$ cat config.mk
export PLATFORM = sky130hd
export DESIGN_NAME = alu_arbiter
export DESIGN_NICKNAME = d
export VERILOG_FILES = /design/src/rtl/alu_arbiter_pkg.sv /design/src/rtl/alu_arbiter_rr_arbiter_2.sv /design/src/rtl/alu_arbiter.sv
export SDC_FILE = /design/constraint.sdc
export NUM_CORES = 1
export LEC_CHECK = 0
export CAP_MARGIN = 20
export CORE_MARGIN = 3
export CORE_UTILIZATION = 36
export DETAILED_ROUTE_END_ITERATION = 10
export GPL_TIMING_DRIVEN = 0
export PLACE_DENSITY = 0.91
export SYNTH_ARGS = -nofsm -noshare
export SYNTH_HDL_FRONTEND = slang
export SYNTH_SLANG_ARGS = --single-unit
$ cat constraint.sdc
create_clock -name clk -period 1.9 [get_ports clk]
set_clock_uncertainty 0.1 [all_clocks]
set_input_delay 0.38 -clock clk [delete_from_list [all_inputs] [get_ports clk]]
set_output_delay 0.38 -clock clk [all_outputs]
set_load 0.01 [all_outputs]
$ cat src/rtl/alu_arbiter_pkg.sv
// Shared types for the ALU arbiter: ALU opcodes, arbiter FSM states and
// the requester count. Opcode encodings 10..15 are deliberately unassigned;
// the ALU flags them as invalid.
package alu_arbiter_pkg;

    typedef enum logic [3:0] {
        ALU_ADD  = 4'd0,
        ALU_SUB  = 4'd1,
        ALU_AND  = 4'd2,
        ALU_OR   = 4'd3,
        ALU_XOR  = 4'd4,
        ALU_SLL  = 4'd5,
        ALU_SRL  = 4'd6,
        ALU_SRA  = 4'd7,
        ALU_SLTS = 4'd8,
        ALU_SLTU = 4'd9
    } alu_opcode_e;

    typedef enum logic [1:0] {
        ARB_IDLE = 2'd0,
        ARB_EXEC = 2'd1,
        ARB_RESP = 2'd2
    } alu_arb_state_e;

    localparam int ALU_ARB_NUM_REQ = 2;

    // Requester index to one-hot request/response vector.
    function automatic logic [ALU_ARB_NUM_REQ-1:0] req_onehot(input logic idx);
        return idx ? 2'b10 : 2'b01;
    endfunction

endpackage

$ cat src/rtl/alu_arbiter_rr_arbiter_2.sv
// Two-way round-robin arbiter. The pick is purely combinational from the
// valid vector and the remembered last winner; the last winner only moves
// when the caller reports that a grant was actually taken (update_i).
// Kept generic so other shared units can reuse it.
module rr_arbiter_2
    import alu_arbiter_pkg::*;
(
    input  logic                       clk,
    input  logic                       reset,
    input  logic [ALU_ARB_NUM_REQ-1:0] valid_i,
    input  logic                       update_i,
    output logic [ALU_ARB_NUM_REQ-1:0] grant_o,
    output logic                       grant_idx_o
);

    logic last_grant_q;
    logic last_grant_d;

    // Pick a winner: single valid wins outright, a conflict goes to the
    // requester that did not win last time.
    always_comb begin
        // NOTE: every combinationally written signal gets a default first so
        // no path through the block leaves it unassigned (no latch).
        grant_idx_o  = 1'b0;
        grant_o      = '0;
        last_grant_d = last_grant_q;

        if (valid_i == 2'b11) begin
            grant_idx_o = ~last_grant_q;
        end else begin
            grant_idx_o = valid_i[1];
        end

        if (|valid_i) begin
            grant_o = req_onehot(grant_idx_o);
        end

        if (update_i) begin
            last_grant_d = grant_idx_o;
        end
    end

    // Last-winner register; resets to requester 1 so requester 0 takes the
    // first conflict.
    always_ff @(posedge clk) begin
        // NOTE: state registers use non-blocking assignments so every flop
        // samples pre-edge values regardless of statement order.
        if (reset) begin
            last_grant_q <= 1'b1;
        end else begin
            last_grant_q <= last_grant_d;
        end
    end

endmodule

$ cat src/rtl/alu_arbiter.sv
// Shares one combinational ALU between two requesters. Each transaction is
// accept (IDLE) -> execute (EXEC, ALU enabled from latched operands) ->
// respond (RESP, result held until the owner takes it).
module alu_arbiter
    import alu_arbiter_pkg::*;
#(
    parameter int DATA_W = 32
) (
    input  logic                       clk,
    input  logic                       reset,

    input  logic [ALU_ARB_NUM_REQ-1:0] req_valid_ip,
    output logic [ALU_ARB_NUM_REQ-1:0] req_ready_op,
    input  alu_opcode_e                req0_operator_ip,
    input  logic [DATA_W-1:0]          req0_operand_a_ip,
    input  logic [DATA_W-1:0]          req0_operand_b_ip,
    input  alu_opcode_e                req1_operator_ip,
    input  logic [DATA_W-1:0]          req1_operand_a_ip,
    input  logic [DATA_W-1:0]          req1_operand_b_ip,

    output logic [ALU_ARB_NUM_REQ-1:0] resp_valid_op,
    input  logic [ALU_ARB_NUM_REQ-1:0] resp_ready_ip,
    output logic [DATA_W-1:0]          resp_result_op,
    output logic                       resp_error_op,

    output logic                       alu_enable_op,
    output alu_opcode_e                alu_operator_op,
    output logic [DATA_W-1:0]          alu_operand_a_op,
    output logic [DATA_W-1:0]          alu_operand_b_op,
    input  logic [DATA_W-1:0]          alu_result_ip,
    input  logic                       alu_valid_ip
);

    alu_arb_state_e    state_q, state_d;
    logic              owner_q, owner_d;
    alu_opcode_e       operator_q, operator_d;
    logic [DATA_W-1:0] operand_a_q, operand_a_d;
    logic [DATA_W-1:0] operand_b_q, operand_b_d;
    logic [DATA_W-1:0] result_q, result_d;
    logic              error_q, error_d;

    logic [ALU_ARB_NUM_REQ-1:0] arb_valid;
    logic [ALU_ARB_NUM_REQ-1:0] arb_grant;
    logic                       arb_grant_idx;
    logic                       handshake;

    // Arbitration is only offered in IDLE and never while reset is asserted,
    // so a pending request cannot be accepted mid-transaction.
    always_comb begin
        arb_valid = '0;
        if (state_q == ARB_IDLE && !reset) begin
            arb_valid = req_valid_ip;
        end
    end

    rr_arbiter_2 u_rr_arbiter (
        .clk         (clk),
        .reset       (reset),
        .valid_i     (arb_valid),
        .update_i    (handshake),
        .grant_o     (arb_grant),
        .grant_idx_o (arb_grant_idx)
    );

    // Handshake/ready and response/ALU outputs decoded from state.
    always_comb begin
        req_ready_op     = arb_grant;
        handshake        = |(req_valid_ip & arb_grant);
        resp_valid_op    = '0;
        resp_result_op   = result_q;
        resp_error_op    = error_q;
        alu_enable_op    = (state_q == ARB_EXEC);
        alu_operator_op  = operator_q;
        alu_operand_a_op = operand_a_q;
        alu_operand_b_op = operand_b_q;
        if (state_q == ARB_RESP) begin
            resp_valid_op = req_onehot(owner_q);
        end
    end

    // Next-state and register-load logic for the transaction FSM.
    always_comb begin
        state_d     = state_q;
        owner_d     = owner_q;
        operator_d  = operator_q;
        operand_a_d = operand_a_q;
        operand_b_d = operand_b_q;
        result_d    = result_q;
        error_d     = error_q;

        case (state_q)
            ARB_IDLE: begin
                if (handshake) begin
                    owner_d = arb_grant_idx;
                    if (arb_grant_idx) begin
                        operator_d  = req1_operator_ip;
                        operand_a_d = req1_operand_a_ip;
                        operand_b_d = req1_operand_b_ip;
                    end else begin
                        operator_d  = req0_operator_ip;
                        operand_a_d = req0_operand_a_ip;
                        operand_b_d = req0_operand_b_ip;
                    end
                    state_d = ARB_EXEC;
                end
            end
            ARB_EXEC: begin
                // An invalid operation returns a clean zero rather than
                // whatever the ALU left on its result port.
                error_d  = ~alu_valid_ip;
                result_d = alu_valid_ip ? alu_result_ip : '0;
                state_d  = ARB_RESP;
            end
            ARB_RESP: begin
                if (resp_ready_ip[owner_q]) begin
                    state_d = ARB_IDLE;
                end
            end
            default: begin
                state_d = ARB_IDLE;
            end
        endcase
    end

    // State, operand and response registers.
    always_ff @(posedge clk) begin
        if (reset) begin
            // NOTE: the datapath registers are reset too because they drive
            // module outputs directly, which must read as zero/ALU_ADD after
            // reset rather than as stale operands.
            state_q     <= ARB_IDLE;
            owner_q     <= 1'b0;
            operator_q  <= ALU_ADD;
            operand_a_q <= '0;
            operand_b_q <= '0;
            result_q    <= '0;
            error_q     <= 1'b0;
        end else begin
            state_q     <= state_d;
            owner_q     <= owner_d;
            operator_q  <= operator_d;
            operand_a_q <= operand_a_d;
            operand_b_q <= operand_b_d;
            result_q    <= result_d;
            error_q     <= error_d;
        end
    end

endmodule

## After elaboration in Yosys (flattened, before gate mapping)

Cells that the tools add are included.

| operators by class | value |
|---|---|
| reduce and logical (&&, ||, !) cells | 7 |
| bitwise logic cells | 3 |
| mux-type cells | 15 |
| magnitude comparators | 1 |
| equal/unequal tests | 5 |

Operator list:

| operator | count |
|---|---|
| $mux 32 | 3 |
| $mux 2 | 7 |
| $pmux 2 s3 | 1 |
| $eq 2x2->1 const B | 2 |
| $mux 4 | 1 |
| $reduce_and 2->1 | 2 |
| $reduce_or 2->1 | 2 |
| $mux 1 | 3 |
| $and 2x2->2 | 1 |
| $eq 2x1->1 const B | 1 |
| $logic_not 2->1 | 1 |
| $lt 1x2->1 const B | 1 |
| $ne 2x1->1 const B | 1 |
| $ne 2x2->1 const B | 1 |
| $not 1->1 | 2 |
| $logic_and 1x1->1 | 1 |
| $logic_not 1->1 | 1 |

| word-level totals | value |
|---|---|
| input port bits | 175 |
| logic and storage cells | 39 |
| bits in registers | 105 |
| output and inout port bits | 106 |

## Logic depth before layout (Yosys ltp)

| depth | value |
|---|---|
| word-level depth | 11 |
| gate-level depth with buffers | 6 |
| gate-level depth less buffers | 4 |

## Cells and area by module

From an unflattened synthesis, not the netlist that was laid out.

| second synthesis, totals | value |
|---|---|
| cells, all modules | 483 |
| area total of the unflattened synthesis | 4540.6 um^2 |

Modules (own cells, without submodules):

| module | sequential area each (um^2) | cells each | times used | area each (um^2) |
|---|---|---|---|---|
| alu_arbiter | 2082.0 | 476 | 1 | 4475.5 |
| rr_arbiter_2 | 20.0 | 7 | 1 | 65.1 |

## Worst setup path after synthesis

OpenSTA, ideal clock, no wires.

| timing | value |
|---|---|
| kind | input -> output |
| from | in reset |
| to | out req_ready_op[1] |
| cell stages on the path | 4 |
| path slack | 369 ps |
| data required time | 1420 ps |
| buffers on the path | 2 |
| arrival | 1051 ps |
| cell sequence | nor3_1 > buf_2 > buf_4 > and2_1 |

| on the way | value |
|---|---|
| word-level cells in the longest chain between the ends | 7 |
| elaborated cells on any way between the ends | 8 |
| classes of those cells | eq/ne: 1; mux: 4; reduce/logical: 3 |

Ends and longest elaborated chain:

| element | RTL line | text |
|---|---|---|
| from (decl) | alu_arbiter.sv:10 | `input logic reset,` |
| $logic_not 1->1 * | alu_arbiter.sv:51 | `if (state_q == ARB_IDLE && !reset) begin` |
| $logic_and 1x1->1 * | alu_arbiter.sv:51 |  |
| $mux 2 * | alu_arbiter.sv:51 |  |
| $eq 2x2->1 | alu_arbiter_rr_arbiter_2.sv:28 | `if (valid_i == 2'b11) begin` |
| $mux 1 | alu_arbiter_rr_arbiter_2.sv:28 |  |
| $mux 2 | alu_arbiter_pkg.sv:29 | `return idx ? 2'b10 : 2'b01;` |
| $mux 2 * | alu_arbiter_rr_arbiter_2.sv:34 | `if (\|valid_i) begin` |
| to (decl) | alu_arbiter.sv:13 | `output logic [ALU_ARB_NUM_REQ-1:0] req_ready_op,` |

Mark *: on every way between the ends. The rest lies on a longest branch, timed or not.

## Worst setup path after layout

| timing | value |
|---|---|
| from | in reset |
| to | out req_ready_op[0] |

Same word-level chain as after synthesis.

==> results.py <==
metrics = {
    "clocking": {
        "tritoncts": "yes",
        "h-tree-depth": 3,
        "root_driver": "sky130_fd_sc_hd__clkbuf_16",
        "count_of_clock_tree_sinks": 105,
        "clk_pin_slew_worst_paths_ps": 60,
        "cts_made_buffers": 9,
        "clock_tree.buffer_depth": 2,
        "worstSkewPairLatency_ps": 340,
        "hold_buffers": 0,
    },
    "grt": {
        "number_of_global_route_vias_before_repair": 4908,
        "remaining_overflow_grt": 0,
        "number_of_antenna_violations_at_the_first_check_in_global_routing": 0,
        "global_route_wire_length_before_repair_mm": 25.1,
        "grt_max_degree": 18,
        "groute.usage.overall": 0.240,
    },
    "power_and_ir_drop": {
        "p_switching_mw": 1.51,
        "pwr-share-comb": 0.265,
        "peakVddDrop_mv": 0.521,
        "internal_power_mw": 4.21,
        "p_total_mw": 5.72,
        "power_frac_seq": 0.440,
        "power.static_leakage_nw": 2.93,
        "power.share.switching": 0.264,
        "p_per_area_nw_per_um2": 758,
        "share_clk_of_total_power": 0.295,
    },
    "setup_path": {
        "cp.required_ps": 1420,
        "rrSetupSlack_ps": 130,
        "critPathLaunchType": "input port",
        "critical_path.max_fanout": 4,
        "worstRegToRegCells": 6,
        "critical_path_class": "in2out",
        "cp_data_arrival_time_ps": 1370,
        "timing.critical_path.to_type": "output port",
    },
    "logic_synthesis": {
        "synth_area_leader_cell": "sky130_fd_sc_hd__dfxtp_1",
        "synthesis.area_um2": 4240,
        "yosysUniqueCellTypes": 31,
        "synthTopCellsByArea": "sky130_fd_sc_hd__dfxtp_1, sky130_fd_sc_hd__a221o_1, sky130_fd_sc_hd__and3_1",
        "post_synth_most_frequent_cells": "sky130_fd_sc_hd__dfxtp_1, sky130_fd_sc_hd__a21oi_1, sky130_fd_sc_hd__and3_1",
        "synth_seq_cells": 105,
        "syn-mean-instance-area_um2": 9.38,
        "sequential_fraction_of_the_synthesis_area": 0.496,
        "yosys_warnings": 0,
        "synthArstFlopShare": 0,
        "synthesis.instances": 452,
        "yosysTopAreaCellShare": 0.496,
        "mappedNetlistNets": 627,
        "synth-main-ff-cell": "sky130_fd_sc_hd__dfxtp_1",
        "synth-edff-count": 0,
        "post-synth-top-count-cell": "sky130_fd_sc_hd__dfxtp_1",
    },
    "drt": {
        "drt_pre_antenna_iters": 5,
        "drt_wl_total_mm": 16.3,
        "vias": 4851,
        "wl_per_cell_um": 18.3,
        "avgViaCountPerCell": 5.44,
        "final_antenna_net_count": 0,
        "initialDrtViolationCount": 281,
        "drt_drc_violations_left": 0,
    },
    "placement": {
        "finalWeightedCongestion": 0.844,
        "dp_cells": 874,
        "dpl-instance-area_um2": 7210,
        "port-buffer-count": 279,
        "dp_worst_setup_slack_ps": -1010,
        "final_hpwl_from_detailed_placement_mm": 12.8,
    },
    "sta": {
        "max-slew-margin-rel": 0.585,
        "finalHoldWorstSlack_ps": 289,
        "final.min_clock_period_ps": 1850,
        "setup_repair_after_global_routing_missed_its_margin": "false",
        "total_count_of_max_transition_violations_in_the_final_report": 0,
        "post-route-worst-setup-slack_ps": 53.7,
        "period_share": 0.972,
        "max_fclk_mhz": 542,
        "timing_hold_violations_final": 0,
        "finalSetupViolCount": 0,
        "timing_worst_slew_pin_value_ps": 623,
    },
    "hold_path": {
        "hold_class": "in2reg",
        "min_path_cells": 3,
    },
    "floorplanning": {
        "core_um2": 11500,
        "boundaryPins": 281,
        "starting_density": 0.370,
        "die_w_um": 115,
        "die_y_um": 115,
        "dieArea_um2": 13100,
        "placement_rows": 39,
    },
    "final_layout": {
        "area_overhead_of_the_layout_relative_to_synthesis_pct": 77.9,
        "num-fill-cells": 889,
        "antenna_cells": 0,
        "finish.cell_count_without_fillers": 892,
        "layout.cell_area.non_filler_um2": 7540,
        "fin_nets": 920,
        "layout-drive-gt1-share": 0.0641,
    },
    "run_status": {
        "status": "finished, final reports clean",
    },
    "run": {
        "max-cap-violations": 0,
    },
}
## flip-flops by register name, indices dropped and copies added, names as in the netlist
signal,cells
u_rr_arbiter.last_grant_q,1
state_q,2
owner_q,1
alu_operand_a_op,32
resp_error_op,1
resp_result_op,32
alu_operator_op,4
alu_operand_b_op,32
## layout make-up
type                    instances  area (µm²)  area share
plain buffers                  48         251      0.0333
multi-input cells             273        1820       0.241
well taps                     143         179      0.0237
flip-flops and latches        105        2110       0.279
clock buffers                  15         258      0.0342
repair buffers                285        2830       0.375
inverters                      23        98.8      0.0131
## worst paths after layout
| path | startpoint | endpoint |
|---|---|---|
| max reg2reg | state_q[1] | alu_operand_b_op[6] |
| max | reset | req_ready_op[0] |
| min reg2reg | resp_result_op[26] | resp_result_op[26] |
| min | alu_valid_ip | resp_result_op[31] |
## worst max-delay path, stage by stage
cell,delay [ps]
sky130_fd_sc_hd__dlygate4sd2_1,320
sky130_fd_sc_hd__nor3_4,220
sky130_fd_sc_hd__and3_4,230
sky130_fd_sc_hd__buf_6,100
sky130_fd_sc_hd__buf_2,120
## metrics by stage
step                utilization  TNS, ps
floorplan                     -        0
global placement          0.629   -33340
detailed placement        0.629   -37600
CTS                       0.658    -29.6
global route              0.658        0
finish                    0.658        0
## cell usage in the layout (no fill, tap or decap), drive strengths merged
cell and instances:
o211ai 21, a21bo 1, nor3b 1, nand2b 2, a211oi 1, and3b 1
a21o 1, and3 48, a21oi 55, and2 1, nand2 33, clkdlybuf4s15 1
buf 30, a21boi 1, dlygate4sd2 5, a221o 47, clkdlybuf4s50 271, a211o 1
dfxtp 105, inv 22, clkinv 1, nand3 32, nor2 2, nand3b 1
mux2i 1, o32ai 21, nor3 1, or2 1, clkbuf 41
## layer usage
metal | up-vias | GRT usage | wire length, µm
met5 | - | 0 | 0
met4 | 0 | 0.102 | 373
met3 | 30 | 0.0523 | 1240
met2 | 258 | 0.431 | 8370
met1 | 2283 | 0.271 | 6320
li1 | 2280 | - | -
## logic make-up (layout without fill, tap and decap cells)
kind of cell | after synthesis | count (layout) | share of synthesized area
flip-flops | 105 | 105 | 0.496
AND/OR/NAND/NOR | 123 | 123 | 0.152
multiplexers | 1 | 1 | 0.00236
buffers and inverters | 74 | 371 | 0.0817
AO/OA/AOI/OAI | 149 | 149 | 0.268
## what timing repair did
action | CTS | global route
resized for setup | 34 | 6
setup buffers | 6 | 0
pin swaps | 2 | 0
cloned | 0 | 0
setup endpoints to repair | 30 | 6
## power by group through the flow
stage | sequential, mW | combinational [mW] | clock [mW]
after floorplan | 2.63 | 0.492 | 0
after global placement | 2.55 | 1.45 | 0
after detailed placement | 2.56 | 1.49 | 0
after CTS | 2.52 | 1.52 | 1.72
after global routing | 2.54 | 1.62 | 1.80
final | 2.52 | 1.52 | 1.69
Power figures use the tool's default switching activity.
